File: src/rtl/int_exec_unit.sv
// Two-stage integer execution unit: S1 registers operands, S2 registers the result.
// Valid/ready handshake on both sides with synchronous flush.
module int_exec_unit #(
  parameter int unsigned XLEN  = 64,
  parameter int unsigned TAG_W = 6
) (
  input  logic             clk,
  input  logic             rst,
  input  logic             flush,
  input  logic             in_valid,
  output logic             in_ready,
  input  logic [4:0]       in_sel,
  input  logic [XLEN-1:0]  in_op1,
  input  logic [XLEN-1:0]  in_op2,
  input  logic [TAG_W-1:0] in_tag,
  output logic             out_valid,
  input  logic             out_ready,
  output logic [XLEN-1:0]  out_result,
  output logic [TAG_W-1:0] out_tag,
  output logic             out_illegal
);

  localparam int unsigned ShW = $clog2(XLEN);
  localparam logic [XLEN-1:0] One = XLEN'(1);

  localparam logic [4:0] OpAdd   = 5'd0;
  localparam logic [4:0] OpSub   = 5'd1;
  localparam logic [4:0] OpSll   = 5'd2;
  localparam logic [4:0] OpSlt   = 5'd3;
  localparam logic [4:0] OpSltu  = 5'd4;
  localparam logic [4:0] OpXor   = 5'd5;
  localparam logic [4:0] OpSrl   = 5'd6;
  localparam logic [4:0] OpSra   = 5'd7;
  localparam logic [4:0] OpOr    = 5'd8;
  localparam logic [4:0] OpAnd   = 5'd9;
  localparam logic [4:0] OpAuipc = 5'd10;
  localparam logic [4:0] OpLui   = 5'd11;
  localparam logic [4:0] OpAddw  = 5'd12;
  localparam logic [4:0] OpSubw  = 5'd13;
  localparam logic [4:0] OpSllw  = 5'd14;
  localparam logic [4:0] OpSrlw  = 5'd15;
  localparam logic [4:0] OpSraw  = 5'd16;

  logic             r_s1_valid;
  logic [4:0]       r_s1_sel;
  logic [XLEN-1:0]  r_s1_op1;
  logic [XLEN-1:0]  r_s1_op2;
  logic [TAG_W-1:0] r_s1_tag;

  logic             r_s2_valid;
  logic [XLEN-1:0]  r_s2_result;
  logic [TAG_W-1:0] r_s2_tag;
  logic             r_s2_illegal;

  logic             w_s2_adv;
  logic [ShW-1:0]   w_shamt;
  logic [31:0]      w_imm32;
  logic [XLEN-1:0]  w_imm;
  logic [31:0]      w_w32;
  logic [XLEN-1:0]  w_wext;
  logic [XLEN-1:0]  w_result;
  logic             w_illegal;

  // S1 advances whenever S2 can take its contents.
  assign w_s2_adv = !r_s2_valid || out_ready;
  assign in_ready = !flush && (!r_s1_valid || w_s2_adv);

  assign w_shamt = r_s1_op2[ShW-1:0];
  assign w_imm32 = {r_s1_op2[19:0], 12'h000};

  if (XLEN > 32) begin : g_sext
    assign w_imm  = {{(XLEN-32){w_imm32[31]}}, w_imm32};
    assign w_wext = {{(XLEN-32){w_w32[31]}}, w_w32};
  end else begin : g_nosext
    assign w_imm  = w_imm32;
    assign w_wext = w_w32;
  end

  always_comb begin
    w_w32 = r_s1_op1[31:0] + r_s1_op2[31:0];
    case (r_s1_sel)
      OpSubw:  w_w32 = r_s1_op1[31:0] + ~r_s1_op2[31:0] + 32'd1;
      OpSllw:  w_w32 = r_s1_op1[31:0] << r_s1_op2[4:0];
      OpSrlw:  w_w32 = r_s1_op1[31:0] >> r_s1_op2[4:0];
      OpSraw:  w_w32 = $signed(r_s1_op1[31:0]) >>> r_s1_op2[4:0];
      default: w_w32 = r_s1_op1[31:0] + r_s1_op2[31:0];
    endcase
  end

  always_comb begin
    w_result  = '0;
    w_illegal = 1'b0;
    case (r_s1_sel)
      OpAdd:   w_result = r_s1_op1 + r_s1_op2;
      OpSub:   w_result = r_s1_op1 + ~r_s1_op2 + One;
      OpSll:   w_result = r_s1_op1 << w_shamt;
      OpSlt:   w_result = {{(XLEN-1){1'b0}}, ($signed(r_s1_op1) < $signed(r_s1_op2))};
      OpSltu:  w_result = {{(XLEN-1){1'b0}}, (r_s1_op1 < r_s1_op2)};
      OpXor:   w_result = r_s1_op1 ^ r_s1_op2;
      OpSrl:   w_result = r_s1_op1 >> w_shamt;
      OpSra:   w_result = $signed(r_s1_op1) >>> w_shamt;
      OpOr:    w_result = r_s1_op1 | r_s1_op2;
      OpAnd:   w_result = r_s1_op1 & r_s1_op2;
      OpAuipc: w_result = r_s1_op1 + w_imm;
      OpLui:   w_result = w_imm;
      OpAddw, OpSubw, OpSllw, OpSrlw, OpSraw: begin
        if (XLEN == 64) w_result = w_wext;
        else            w_illegal = 1'b1;
      end
      default: w_illegal = 1'b1;
    endcase
  end

  always_ff @(posedge clk or posedge rst) begin
    if (rst) begin
      r_s1_valid <= 1'b0;
      r_s1_sel   <= '0;
      r_s1_op1   <= '0;
      r_s1_op2   <= '0;
      r_s1_tag   <= '0;
    end else if (flush) begin
      r_s1_valid <= 1'b0;
    end else if (in_ready) begin
      r_s1_valid <= in_valid;
      if (in_valid) begin
        r_s1_sel <= in_sel;
        r_s1_op1 <= in_op1;
        r_s1_op2 <= in_op2;
        r_s1_tag <= in_tag;
      end
    end
  end

  // Result fields only load alongside a valid op, so they hold under backpressure.
  always_ff @(posedge clk or posedge rst) begin
    if (rst) begin
      r_s2_valid   <= 1'b0;
      r_s2_result  <= '0;
      r_s2_tag     <= '0;
      r_s2_illegal <= 1'b0;
    end else if (flush) begin
      r_s2_valid <= 1'b0;
    end else if (w_s2_adv) begin
      r_s2_valid <= r_s1_valid;
      if (r_s1_valid) begin
        r_s2_result  <= w_result;
        r_s2_tag     <= r_s1_tag;
        r_s2_illegal <= w_illegal;
      end
    end
  end

  assign out_valid   = r_s2_valid;
  assign out_result  = r_s2_result;
  assign out_tag     = r_s2_tag;
  assign out_illegal = r_s2_illegal;

endmodule
File: config.mk
export PLATFORM = sky130hd
export DESIGN_NAME = int_exec_unit
export DESIGN_NICKNAME = d
export VERILOG_FILES = /design/src/rtl/int_exec_unit.sv
export SDC_FILE = /design/constraint.sdc
export NUM_CORES = 2
export LEC_CHECK = 0
export CAP_MARGIN = 20
export CORE_UTILIZATION = 30
export CTS_CLUSTER_DIAMETER = 60
export CTS_CLUSTER_SIZE = 10
export DETAILED_ROUTE_END_ITERATION = 10
export HOLD_SLACK_MARGIN = 0.06
export MAX_ROUTING_LAYER = met4
export PLACE_DENSITY = 0.44
export REMOVE_ABC_BUFFERS = 1
export SLEW_MARGIN = 15
export SYNTH_ARGS = -nofsm -noshare
export SYNTH_HDL_FRONTEND = slang
export SYNTH_SLANG_ARGS = --single-unit
export TNS_END_PERCENT = 10
File: constraint.sdc
create_clock -name clk -period 9.2 [get_ports clk]
set_input_delay 0.92 -clock clk [delete_from_list [all_inputs] [get_ports clk]]
set_output_delay 0.92 -clock clk [all_outputs]
set_load 0.01 [all_outputs]
==> flow_metrics.env <==
export IMPL_status="finished clean"
export IMPL_clk_pin_slew_ps=60
export IMPL_setup_violations=0
export IMPL_synth_edf_count=0
export IMPL_clockBufferDepth=3
export IMPL_fin_util_pct=35.0
export IMPL_grt_overflow=0
export IMPL_slowest_delay_ps=1030
export IMPL_cts_root_buf="clkbuf_16"
export IMPL_synth_area_leader_cell="dfrtp_1"
export IMPL_die_y_um=333
export IMPL_dp_hpwl_um=157000
export IMPL_ys_seq_area_share_pct=16.2
export IMPL_cap_violations=0
export IMPL_r2r_end="out_result[56]"
export IMPL_crit_type="flip-flop to flip-flop"
export IMPL_preCtsSetupSlack_ps=3080
export IMPL_powerDensity_nw_per_um2=243
export IMPL_drcViolationCount=0
export IMPL_wirelength_um=203000
export IMPL_insertion_delay_ps=680
export IMPL_pin_count=217
export IMPL_path_max_fanout=34
export IMPL_cts_tree="yes"
export IMPL_cts_resized=0
export IMPL_vias=37691
export IMPL_grt_max_degree=147
export IMPL_start_util_pct=30.5
export IMPL_fin_cells=5789
export IMPL_ys_ff_latch=212
export IMPL_p_leak_nw=15.3
export IMPL_antenna_found_initial=10
export IMPL_gp_congestion=1.07
export IMPL_critPathCapture="out_result[56]"
export IMPL_drive_gt1_share_pct=12.5
export IMPL_cts_htree_levels=2
export IMPL_worstPathCellList="inv_1, buf_4, ha_1, a211oi_1, o21ai_0, a211oi_1, o211ai_1, o21bai_1, a21o_1, nand2_1, o211a_2, nor2_2, buf_4, and3_1, a41oi_1"
export IMPL_rows=120
export IMPL_period_minus_slack_ps=6470
export IMPL_syn_to_final_growth_pct=14.8
export IMPL_setup_worst_path_start_class="flip-flop"
export IMPL_yosysTopAreaCellShare_pct=16.2
export IMPL_vdd_drop_max_uv=146
export IMPL_clock_sinks=212
export IMPL_wl_per_cell_um=35.0
export IMPL_hp_class="flip-flop to flip-flop"
export IMPL_clock_skew_ps=55.5
export IMPL_synth_area_um2=32800
export IMPL_design_area_um2=37700
export IMPL_grt_pass1_vias=34704
export IMPL_cp_slowest_cell="a211oi_1"
export IMPL_fill_cells=11608
export IMPL_async_flop_share_pct=100
export IMPL_worst_slack_ps=2730
export IMPL_synth_warnings=0
export IMPL_cp_required_ps=9700
export IMPL_ys_top_cells_by_count="nor2_1, a21oi_1, nand2_1, o21ai_0, clkbuf_1"
export IMPL_dr_pass1_iters=8
export IMPL_grtUsageTotal_pct=36.3
export IMPL_avgSynthCellArea_um2=7.58
export IMPL_syn_inst=4331
export IMPL_die_area_um2=111000
export IMPL_portBuffers=216
export IMPL_dpl_cell_area_um2=36300
export IMPL_numCtsBuffers=40
export IMPL_totalNegativeSetupSlack_ps=0
export IMPL_slew_headroom_pct=4.11
export IMPL_grt_pass1_wl_um=280000
export IMPL_r2r_slack_ps=2730
export IMPL_cp_end_kind="flip-flop"
export IMPL_r2r_start="r_s1_op2[1]"
export IMPL_cp_startpoint="r_s1_op2[1]"
export IMPL_drt_first_iter_violations=5160
export IMPL_place_inst=5706
export IMPL_slew_viol_final=0
export IMPL_hold_buffers=0
export IMPL_detail_route_antenna_nets=0
export IMPL_critPathArrivalTime_ps=6980
export IMPL_timing_fmax_mhz=155
export IMPL_hold_viol=0
export IMPL_die_x_um=333
export IMPL_via_per_inst=6.51
export IMPL_yosys_cell_count_top_type="nor2_1"
export IMPL_fin_nets=4738
export IMPL_fin_crit_sh_pct=70.3
export IMPL_rr_worst_depth=15
export IMPL_synthDistinctLibCells=90
export IMPL_cts_setup_buffers=0
export IMPL_tightest_slew_ps=1420
export IMPL_ys_flop_type="dfrtp_1"
export IMPL_rsz0062_at_grt="no"
export IMPL_synth_area_leaders="dfrtp_1, ha_1, mux4_2"
export IMPL_core_region_area_um2=108000
==> kinds of logic (layout without fill, tap and decap cells) <==
family / Yosys count / after routing / synth area share [%]
AOI/OAI and AO/OA: 1420 / 1420 / 28.1
xor gates and xnor gates: 129 / 129 / 3.44
adders and majority gates: 248 / 248 / 9.52
buffers and inverters: 569 / 613 / 6.69
DFF: 212 / 212 / 16.2
muxes: 434 / 434 / 18.5
other: 0 / 11 / 0
and+or+nand+nor: 1319 / 1319 / 17.6
==> layout make-up <==
| type | instances | area (µm²) | area share, % |
|---|---|---|---|
| Clock inverter | 28 | 350 | 0.929 |
| Tap cell | 1403 | 1760 | 4.66 |
| Timing Repair Buffer | 332 | 3060 | 8.11 |
| Clock buffer | 43 | 1010 | 2.69 |
| Antenna cell | 11 | 27.5 | 0.0730 |
| Sequential cell | 212 | 5330 | 14.1 |
| Multi-Input combinational cell | 3550 | 25400 | 67.3 |
| Inverter | 210 | 800 | 2.12 |
==> power by group <==
group | switching (mW) | leakage [nW] | internal [mW]
registers | 0.391 | 2.51 | 1.12
clock network | 0.661 | 0.649 | 0.927
logic | 3.99 | 12.2 | 2.08
==> cells in the final DEF, fill, tap and decap left out, types with 58 or more instances in the layout <==
cell type | synthesis | routed
nand3_1 | 59 | 58
mux4_2 | 120 | 120
clkdlybuf4s50_1 | 0 | 216
nor2_1 | 524 | 520
dfrtp_1 | 212 | 206
o211ai_1 | 61 | 61
inv_1 | 208 | 204
xnor2_1 | 97 | 97
buf_4 | 2 | 113
o21ai_0 | 268 | 268
a21oi_1 | 450 | 450
mux2i_1 | 143 | 143
a21o_1 | 68 | 68
ha_1 | 245 | 245
nand2_1 | 418 | 417
a31oi_1 | 61 | 61
a221oi_1 | 65 | 65
mux2_2 | 171 | 171
nor3_1 | 82 | 81
==> sequential cells by signal, summed over array words and instances, names as in the netlist, 5 cells and up <==
name / flops
out_result: 64
r_s1_op1: 64
r_s1_op2: 64
out_tag: 6
r_s1_tag: 6
r_s1_sel: 5
==> critical path: cells and delay by family (launching register included) <==
kind / cells / cell delay [ps]
AO/OA/AOI/OAI: 8 / 3300
AND/OR/NAND/NOR: 3 / 850
buffers and inverters: 3 / 910
flip-flops: 1 / 800
adder cells (fa/ha/maj): 1 / 370
==> worst min path at each step <==
stage | to | from | cells after the start
2_1_floorplan | out_tag[0] | r_s1_tag[0] | 2
3_3_place_gp | out_tag[2] | r_s1_tag[2] | 2
3_5_place_dp | out_tag[5] | r_s1_tag[5] | 2
4_1_cts | out_tag[5] | r_s1_tag[5] | 2
5_1_grt | out_tag[2] | r_s1_tag[2] | 2
6_report | out_tag[5] | r_s1_tag[5] | 2
==> metrics by stage <==
stage                     power [mW]  hold WS (ps)
after floorplan                 4.98           433
after global placement          7.38           442
after detailed placement        7.33           444
after CTS                       8.98           462
after global routing            9.52           487
final                           9.16           458
==> metal layers <==
| metal | track usage (%) | vias up | wire length, µm |
|---|---|---|---|
| met3 | 8.19 | 406 | 21500 |
| met4 | 14.0 | 0 | 9050 |
| met2 | 51.6 | 2354 | 84900 |
| met1 | 49.6 | 18861 | 87100 |
| met5 | - | - | 0 |
| li1 | - | 16070 | - |
Note: power is estimated with default switching activity, not from simulation.
